--- config.mk ---
export PLATFORM = sky130hd
export DESIGN_NAME = writeback_port_arbiter
export DESIGN_NICKNAME = d
export VERILOG_FILES = /design/src/rtl/writeback_port_arbiter_pkg.sv /design/src/rtl/writeback_port_arbiter_wb_result_fifo.sv /design/src/rtl/writeback_port_arbiter.sv
export SDC_FILE = /design/constraint.sdc
export NUM_CORES = 1
export LEC_CHECK = 0
export ABC_AREA = 1
export CORE_MARGIN = 3
export CORE_UTILIZATION = 44
export DETAILED_ROUTE_END_ITERATION = 12
export PLACE_DENSITY = 0.76
export REMOVE_ABC_BUFFERS = 1
export SLEW_MARGIN = 30
export SYNTH_ARGS = -nofsm -noshare
export SYNTH_HDL_FRONTEND = slang
export SYNTH_SLANG_ARGS = --single-unit
export TNS_END_PERCENT = 100
--- constraint.sdc ---
create_clock -name clock -period 5.08 [get_ports clock]
set_input_delay 1.524 -clock clock [delete_from_list [all_inputs] [get_ports clock]]
set_output_delay 1.524 -clock clock [all_outputs]
set_load 0.005 [all_outputs]
--- src/rtl/writeback_port_arbiter_pkg.sv ---
// Shared types and helpers for the register-file writeback port arbiter.
package writeback_port_arbiter_pkg;

  localparam int unsigned REG_ADDR_W = 5;
  localparam int unsigned NUM_REGS   = 32;
  localparam int unsigned WB_XLEN    = 32;

  // Canonical writeback request at the default datapath width.
  typedef struct packed {
    logic                  valid;
    logic [REG_ADDR_W-1:0] rd;
    logic [WB_XLEN-1:0]    data;
  } wb_req_t;

  typedef enum logic [1:0] {
    SEL_NONE,
    SEL_MEM,
    SEL_FIFO,
    SEL_BYPASS
  } wb_sel_e;

  // x0 never maps to a mask bit, so bit 0 of any OR of these stays 0.
  function automatic logic [NUM_REGS-1:0] onehot_rd(input logic [REG_ADDR_W-1:0] rd);
    logic [NUM_REGS-1:0] m;
    m = '0;
    if (rd != '0) m[rd] = 1'b1;
    return m;
  endfunction

endpackage

--- src/rtl/writeback_port_arbiter_wb_result_fifo.sv ---
// In-order circular buffer for ALU results that lost the write port.
// Entries are exposed oldest-first; data view only with WB_ARB_FORWARD_EN.
module wb_result_fifo
  import writeback_port_arbiter_pkg::*;
#(
  parameter int unsigned DEPTH = 2,
  parameter int unsigned XLEN  = 32,
  localparam int unsigned PTR_W = $clog2(DEPTH),
  localparam int unsigned CNT_W = PTR_W + 1
) (
  input  logic                  clock,
  input  logic                  reset,
  input  logic                  push_i,
  input  logic                  pop_i,
  input  logic [REG_ADDR_W-1:0] push_rd_i,
  input  logic [XLEN-1:0]       push_data_i,
  output logic [CNT_W-1:0]      count_o,
  output logic [REG_ADDR_W-1:0] head_rd_o,
  output logic [XLEN-1:0]       head_data_o,
  output logic [DEPTH-1:0]      ent_valid_o,
`ifdef WB_ARB_FORWARD_EN
  output logic [XLEN-1:0]       ent_data_o [DEPTH],
`endif
  output logic [REG_ADDR_W-1:0] ent_rd_o [DEPTH]
);

  logic [PTR_W-1:0]      head_q, tail_q;
  logic [CNT_W-1:0]      count_q;
  logic [REG_ADDR_W-1:0] rd_q   [DEPTH];
  logic [XLEN-1:0]       data_q [DEPTH];

  always_ff @(posedge clock) begin
    if (reset) begin
      head_q  <= '0;
      tail_q  <= '0;
      count_q <= '0;
    end else begin
      if (push_i) begin
        rd_q[tail_q]   <= push_rd_i;
        data_q[tail_q] <= push_data_i;
        tail_q         <= tail_q + 1'b1;
      end
      if (pop_i) head_q <= head_q + 1'b1;
      if (push_i && !pop_i)      count_q <= count_q + 1'b1;
      else if (pop_i && !push_i) count_q <= count_q - 1'b1;
    end
  end

  assign count_o     = count_q;
  assign head_rd_o   = rd_q[head_q];
  assign head_data_o = data_q[head_q];

  // Age-ordered view: index 0 is the head, higher indices are younger.
  always_comb begin
    for (int unsigned k = 0; k < DEPTH; k++) begin
      ent_valid_o[k] = CNT_W'(k) < count_q;
      ent_rd_o[k]    = rd_q[head_q + PTR_W'(k)];
`ifdef WB_ARB_FORWARD_EN
      ent_data_o[k]  = data_q[head_q + PTR_W'(k)];
`endif
    end
  end

endmodule

--- src/rtl/writeback_port_arbiter.sv ---
// Arbitrates the single register-file write port between load responses
// (always win) and ALU results (buffered on conflict). Optional: WB_ARB_FORWARD_EN.
module writeback_port_arbiter
  import writeback_port_arbiter_pkg::*;
#(
  parameter int unsigned DEPTH = 2,
  parameter int unsigned XLEN  = 32
) (
  input  logic                  clock,
  input  logic                  reset,
  input  logic                  alu_valid,
  input  logic [REG_ADDR_W-1:0] alu_rd,
  input  logic [XLEN-1:0]       alu_data,
  input  logic                  mem_valid,
  input  logic [REG_ADDR_W-1:0] mem_rd,
  input  logic [XLEN-1:0]       mem_data,
  output logic                  ex_stall,
  output logic                  rf_we,
  output logic [REG_ADDR_W-1:0] rf_rd,
  output logic [XLEN-1:0]       rf_wdata,
`ifdef WB_ARB_FORWARD_EN
  input  logic [REG_ADDR_W-1:0] fwd_rs,
  output logic                  fwd_hit,
  output logic [XLEN-1:0]       fwd_data,
`endif
  output logic [NUM_REGS-1:0]   pending_mask
);

  localparam int unsigned CNT_W = $clog2(DEPTH) + 1;

  logic [CNT_W-1:0]      count;
  logic [REG_ADDR_W-1:0] head_rd;
  logic [XLEN-1:0]       head_data;
  logic [DEPTH-1:0]      ent_valid;
  logic [REG_ADDR_W-1:0] ent_rd [DEPTH];
`ifdef WB_ARB_FORWARD_EN
  logic [XLEN-1:0]       ent_data [DEPTH];
`endif

  logic                  full, alu_acc, mem_act;
  logic                  push, pop;
  wb_sel_e               sel;
  logic                  rf_we_q, rf_we_d;
  logic [REG_ADDR_W-1:0] rf_rd_q, rf_rd_d;
  logic [XLEN-1:0]       rf_wdata_q, rf_wdata_d;
  logic [NUM_REGS-1:0]   mask;

  wb_result_fifo #(
    .DEPTH(DEPTH),
    .XLEN (XLEN)
  ) u_fifo (
    .clock      (clock),
    .reset      (reset),
    .push_i     (push),
    .pop_i      (pop),
    .push_rd_i  (alu_rd),
    .push_data_i(alu_data),
    .count_o    (count),
    .head_rd_o  (head_rd),
    .head_data_o(head_data),
    .ent_valid_o(ent_valid),
`ifdef WB_ARB_FORWARD_EN
    .ent_data_o (ent_data),
`endif
    .ent_rd_o   (ent_rd)
  );

  // Stall depends only on the registered occupancy.
  assign full     = (count == CNT_W'(DEPTH));
  assign ex_stall = full;
  assign alu_acc  = alu_valid && !full && (alu_rd != '0);
  assign mem_act  = mem_valid && (mem_rd != '0);

  always_comb begin
    sel  = SEL_NONE;
    push = 1'b0;
    pop  = 1'b0;
    if (mem_act) begin
      sel  = SEL_MEM;
      push = alu_acc;
    end else if (count != '0) begin
      sel  = SEL_FIFO;
      pop  = 1'b1;
      push = alu_acc;
    end else if (alu_acc) begin
      sel  = SEL_BYPASS;
    end
  end

  always_comb begin
    rf_we_d    = (sel != SEL_NONE);
    rf_rd_d    = rf_rd_q;
    rf_wdata_d = rf_wdata_q;
    case (sel)
      SEL_MEM: begin
        rf_rd_d    = mem_rd;
        rf_wdata_d = mem_data;
      end
      SEL_FIFO: begin
        rf_rd_d    = head_rd;
        rf_wdata_d = head_data;
      end
      SEL_BYPASS: begin
        rf_rd_d    = alu_rd;
        rf_wdata_d = alu_data;
      end
      default: ;
    endcase
  end

  always_ff @(posedge clock) begin
    if (reset) begin
      rf_we_q    <= 1'b0;
      rf_rd_q    <= '0;
      rf_wdata_q <= '0;
    end else begin
      rf_we_q    <= rf_we_d;
      rf_rd_q    <= rf_rd_d;
      rf_wdata_q <= rf_wdata_d;
    end
  end

  assign rf_we    = rf_we_q;
  assign rf_rd    = rf_rd_q;
  assign rf_wdata = rf_wdata_q;

  // Decoded from FIFO flops, so it reflects buffer contents after each edge.
  always_comb begin
    mask = '0;
    for (int unsigned k = 0; k < DEPTH; k++) begin
      if (ent_valid[k]) mask = mask | onehot_rd(ent_rd[k]);
    end
  end

  assign pending_mask = mask;

`ifdef WB_ARB_FORWARD_EN
  // Scan oldest to youngest so the youngest match is left standing.
  always_comb begin
    fwd_hit  = 1'b0;
    fwd_data = '0;
    for (int unsigned k = 0; k < DEPTH; k++) begin
      if (ent_valid[k] && (ent_rd[k] == fwd_rs) && (fwd_rs != '0)) begin
        fwd_hit  = 1'b1;
        fwd_data = ent_data[k];
      end
    end
  end
`endif

endmodule

Yosys cells after proc, flatten, opt, wreduce, memory -nomap -nowiden
Memories as Yosys holds them, arrays and structs flattened. A register that Yosys moved wholly into a read port is not among the register bits. Index checks and enable logic that the tools add are counted.

Memory bits (writable): 74. Memories: 2. Input bits: 78. Word-level logic and storage cells: 68. Output and inout bits: 71. Register bits after elaboration: 42.

Memories: u_fifo.data_q (words 2, bits a word 32, rd ports 1, clocked after memory_dff 1, wr ports 1, line writeback_port_arbiter_wb_result_fifo.sv:30) `logic [XLEN-1:0] data_q [DEPTH];`; u_fifo.rd_q (words 2, bits a word 5, rd ports 2, clocked after memory_dff 1, wr ports 1, line writeback_port_arbiter_wb_result_fifo.sv:29) `logic [REG_ADDR_W-1:0] rd_q [DEPTH];`.

Eq/ne operators: 4. $lt $le $gt $ge: 6. Reduce and logical (&&, ||, !) cells: 18. Multiplexer cells: 27. Bitwise gates (word level): 1. $add $sub $neg: 4.

Operator list (number): 2-to-1 mux 32 bit (5); case mux 32 bit (3 select lines) (1); OR 32 bit (1); nonzero test 5 bit (4); case mux 5 bit (3 select lines) (1); 2-to-1 mux 1 bit (13); less-than comparator 5 x 6 -> 1 bit, second input constant (2); demux 1 bit (select 5 bit) (2); greater-or-equal comparator 5 x 1 -> 1 bit, second input constant (2); 2-to-1 mux 2 bit (5); logical AND 1 bit (7); equality test 2 bit, second input constant (3); nonzero test 2 bit (3); less-than comparator 1 x 2 -> 1 bit, first input constant (2); zero test 1 bit (3); nonzero test 3 bit (1); adder 1 bit, second input constant (2); adder 2 x 1 -> 2 bit, second input constant (1); equality test 2 x 1 -> 1 bit, second input constant (1); subtractor 2 x 1 -> 2 bit, second input constant (1).

Depth between registers and ports, before layout
Depth after elaboration: 10. Depth in mapped cells: 11.

Cells and area by module
From an unflattened synthesis, not the netlist that was laid out.

Cell total of the unflattened synthesis: 779. Area, all modules: 6701.4 um^2.

By module, submodules not included: writeback_port_arbiter (seq. area each 760.7 um^2, cells an instance 535, area each 3520.9 um^2, instances 1); wb_result_fifo (seq. area each 2322.2 um^2, cells an instance 244, area each 3180.6 um^2, instances 1).

Worst setup path after synthesis
No wires, ideal clock.

Path kind: input port to flip-flop. From: in mem_rd[2]. To: mem u_fifo.data_q[1][0], enable pin. Stages: 6. Path buffers: 0. Setup time: 0.477 ns. Slack: 0.049 ns. Data required time: 4.603 ns. Arrival time: 4.554 ns. Path through: nor2_1 nand3_1 nand2_2 nand2_1 nand2_1 nor3_1.

Cells in the longest elaborated chain, start to end: 6.

Ends and longest elaborated chain: start, declared (line writeback_port_arbiter.sv:15) `input logic [REG_ADDR_W-1:0] mem_rd,`; nonzero test 5 bit (line writeback_port_arbiter.sv:72) `assign mem_act = mem_valid && (mem_rd != '0);`; logical AND 1 bit (line writeback_port_arbiter.sv:72); 2-to-1 mux 1 bit (line writeback_port_arbiter.sv:78) `if (mem_act) begin`; 2-to-1 mux 1 bit (line writeback_port_arbiter_wb_result_fifo.sv:38) `if (push_i) begin`; 2-to-1 mux 1 bit (line writeback_port_arbiter_wb_result_fifo.sv:33) `if (reset) begin`; 2-to-1 mux 1 bit (implied by the code) (line writeback_port_arbiter_wb_result_fifo.sv:40) `data_q[tail_q] <= push_data_i;`; end, declared (line writeback_port_arbiter_wb_result_fifo.sv:30).

Every way passes these cells.

Final worst setup path
From: reg u_fifo.count_q[1] (netlist: u_fifo.count_o[1]). To: out pending_mask[7].

Cells in the longest elaborated chain, start to end: 4. Elaborated cells on any way between the ends: 5.

Ends and longest elaborated chain: start, declared (line writeback_port_arbiter_wb_result_fifo.sv:28) `logic [CNT_W-1:0] count_q;`; start signal, assigned (line writeback_port_arbiter_wb_result_fifo.sv:44) `if (push_i && !pop_i) count_q <= count_q + 1'b1;`; start signal, assigned (line writeback_port_arbiter_wb_result_fifo.sv:45) `else if (pop_i && !push_i) count_q <= count_q - 1'b1;`; less-than comparator 1 x 2 -> 1 bit (line writeback_port_arbiter_wb_result_fifo.sv:56) `ent_valid_o[k] = CNT_W'(k) < count_q;`; 2-to-1 mux 32 bit (line writeback_port_arbiter.sv:131) `if (ent_valid[k]) mask = mask | onehot_rd(ent_rd[k]);`; OR 32 bit (line writeback_port_arbiter.sv:131); 2-to-1 mux 32 bit * (line writeback_port_arbiter.sv:131); end, declared (line writeback_port_arbiter.sv:26) `output logic [NUM_REGS-1:0] pending_mask`.

Mark *: on every way between the ends. The rest lies on a longest branch, timed or not.

==> summary.md <==
| Metric | Value |
|---|---|
| Worst R2R Setup Slack | `2.47 ns` |
| Final slew viol count | `0` |
| Peak Freq | `0.235 GHz` |
| Worst reg2reg endpoint | `rf_wdata[25]` |
| Psw | `1.17 mW` |
| Final Skew | `0.00763 ns` |
| Fin crit period | `4.26 ns` |
| Worst Path Arrival | `2.73 ns` |
| Clock power share | `34.8%` |
| CP Launch Type | `flip-flop` |
| Vias in the first global route | `5235` |
| Die Area | `0.0144 sq mm` |
| CP top delay family | `simple AND/OR/NAND/NOR gates` |
| Worst Tran Pin Value | `0.752 ns` |
| M1 WL | `6280 um` |
| Placed standard-cell area | `0.00737 sq mm` |
| Port bufs | `147` |
| Share of layout cells above drive strength 1 | `11.6%` |
| # clock sinks | `117` |
| Die width | `120 um` |
| Largest net degree at the start of global routing | `37` |
| Hold-fix buffers, CTS | `0` |
| Clk_lat worst skew | `0.41 ns` |
| Syn Area/Cell | `8.57 sq um` |
| Via count | `5139` |
| Clock transition at path regs | `0.05 ns` |
| Comb pwr share | `31.4%` |
| Switching Fraction | `30.8%` |
| Vias per Instance | `5.14` |
| Post-synthesis register bit count | `117` |
| Hold EP | `u_fifo.tail_q` |
| Pre-CTS setup slack | `0.843 ns` |
| Routed length on met2 | `7960 um` |
| Final setup margin | `0.824 ns` |
| Sequential fraction of the synthesis area | `53.8%` |
| ANT cells | `0` |
| Die Ht | `120 um` |
| Uppermost layer routed | `met4` |
| Antenna-violating nets left | `0` |
| Per-cell routed wire length | `16.0 um` |
| Setup Crit Path Kind | `reg -> out` |
| Num rows | `41` |
| Final Power | `3.79 mW` |
| Synth-to-layout area growth | `40.1%` |
| Worst-path fanout max | `8` |
| PD cells | `472 mW/mm^2` |
| Worst hold path depth | `2` |
| Period utilization | `83.8%` |
| H-tree depth | `4` |
| Max Cap Violations | `0` |
| Synth unique cells | `30` |
| RSZ-0062 raised after global routing | `false` |
| P_leak | `3.14 nW` |
| Internal power | `2.62 mW` |
| CTS tree | `done` |
| Crit path depth | `6` |
| Status | `completed` |
| Final RePlAce weighted congestion | `0.897` |
| Ys Warns | `0` |
| Core area | `0.0127 sq mm` |
| DP HPWL | `11200 um` |
| Critical Path RT | `3.56 ns` |
| CP bufs+invs | `2` |
| Drt drc | `0` |
| Hold Startpoint | `u_fifo.tail_q` |
| Initial antenna violation count | `0` |
| Global router's overall resource usage | `22.8%` |
| Worst hold path class | `reg -> reg` |
| Final hold vios | `0` |
| Total gr overflow | `0` |
| Post-Synthesis Cells | `669` |
| Initial core utilization | `45.2%` |
| First drt pass iteration count | `5` |
| Top Ports | `149` |
| DRT Wirelength | `16000 um` |
| NumNets Final | `897` |
| CTS root buffer | `clkbuf_16` |
| Worst setup EP type | `output port` |
| Mapped Area | `0.00573 sq mm` |
| Cells along the critical path | `inv_1 > ha_1 > nor2_1 > nand2_1 > o31ai_1 > clkdlybuf4s50_1` |
| Max_slew headroom | `49.7%` |
| Filler cells | `1052` |
| Longest Clk Path Bufs | `2` |
| First-pass GRT wire length | `26200 um` |
| Design area | `0.00803 sq mm` |
| Critical path's slowest cell | `nor2_1` |
| Share of power burned in registers | `33.8%` |
| Maximum VDD drop | `0.272 mV` |
| Post-route core utilization | `63.4%` |
| Drt initial violations | `328` |
| Post-cts gate resize count | `0` |
| Inserted Clock Buffers | `17` |
| Worst-case reg-to-reg path depth | `9` |
| FF-to-FF Start | `u_fifo.count_o[0]` |
| Slowest stage delay, CP | `0.54 ns` |
| Setup Fix Bufs, Post-CTS | `0` |
| Final setup viols | `0` |
| WL met3 | `1370 um` |
## worst min-delay path, cell delays in order, from the launching register on
cell and delay, ns:
dfxtp_1 0.31, nand2_1 0.06, a21oi_1 0.06
## layout make-up
cell class                 count  area, sq um  area share [%]
multi-input combinational    453         2260            28.1
clock buffer                  22          484            6.03
timing repair buffer         154         1540            19.2
inverter                      72          270            3.37
clock inverter                10          174            2.17
tap                          172          215            2.68
sequential                   117         3080            38.4
## cell usage after synthesis
cell type    n  area share (%)
a21oi_1      4            0.35
buf_2        8            0.70
buf_4        6            0.79
clkbuf_1    13            0.85
clkinv_1     1           0.065
conb_1       1           0.065
dfxtp_1     43              15
edfxtp_1    74              39
ha_1         4            0.87
inv_1       66             4.3
inv_2        5            0.33
mux2_2      31             6.1
nand2_1    111             7.3
nand2_2      4            0.44
nand3_1     14             1.2
nand3_2      2            0.35
nand3b_1     1            0.13
nand4_1      2            0.22
nor2_1     157              10
nor2_4       2            0.39
nor3_1       1           0.087
nor3_2       4            0.70
o21ai_0     80             7.0
o21ai_1     23             2.0
o21ai_2      6            0.92
o31ai_1      1            0.13
or2_1        2            0.22
or2_2        1            0.11
xnor2_1      1            0.15
xor2_1       1            0.15
## how the worst max path moves through the flow
stage	to	slack, ns	start
after global placement	rf_rd[1]	0.99	alu_rd[1]
after floorplan	u_fifo.data_q[1][0]	-0.33	mem_rd[2]
after detailed placement	rf_rd[0]	0.84	alu_rd[3]
after CTS	pending_mask[7]	0.83	u_fifo.count_o[1]
final	pending_mask[7]	0.82	u_fifo.count_o[1]
after global routing	pending_mask[7]	0.64	u_fifo.count_o[1]
## flip-flops by register name (all words and copies together), names as in the netlist, named ones only
register and flops:
rf_wdata 32, u_fifo.data_q 64, u_fifo.rd_q 10, rf_rd 5
rf_we 1, u_fifo.tail_q 1, u_fifo.head_q 1, u_fifo.count_o 2
## metrics by stage
step | cells | hold slack, ns | TNS, ns
2_1_floorplan | 642 | 0.438 | -12.25
3_3_place_gp | 967 | 0.453 | 0
3_5_place_dp | 968 | 0.458 | 0
6_report | 1000 | 0.481 | 0
4_1_cts | 1000 | 0.482 | 0
5_1_grt | 1000 | 0.496 | 0
## layout by cell type, fill, tap and decap left out, drive strengths merged
cell type / n
a21oi: 4
buf: 7
bufinv: 5
clkbuf: 22
clkdlybuf4s50: 147
clkinv: 6
conb: 1
dfxtp: 43
edfxtp: 74
ha: 4
inv: 71
mux2: 31
nand2: 115
nand3: 16
nand3b: 1
nand4: 2
nor2: 159
nor3: 5
o21ai: 109
o31ai: 1
or2: 3
xnor2: 1
xor2: 1
## cell families (layout without fill, tap and decap cells)
logic type      after synthesis  after routing  synth area share (%)
mux                          31             31                  6.09
xor+xnor                      2              2                 0.306
simple gates                301            301                  21.4
fa+ha+maj                     4              4                 0.873
buf+inv                      99            258                  7.05
compound gates              114            114                  10.4
other cells                   1              1                0.0654
flops                       117            117                  53.8
## power groups by stage
stage	Clock, mW	Combinational [mW]	Sequential [mW]
after floorplan	0	0.612	1.30
after global placement	0	1.15	1.29
after detailed placement	0	1.18	1.29
after CTS	1.33	1.20	1.28
after global routing	1.37	1.32	1.30
final	1.32	1.19	1.28
## layer usage
metal | GRT usage, % | vias up
li1 | - | 2479
met1 | 26.2 | 2391
met2 | 39.1 | 232
met3 | 7.26 | 37
met4 | 9.81 | 0
met5 | 0 | -
No activity file was read; power rests on OpenSTA's default activity.
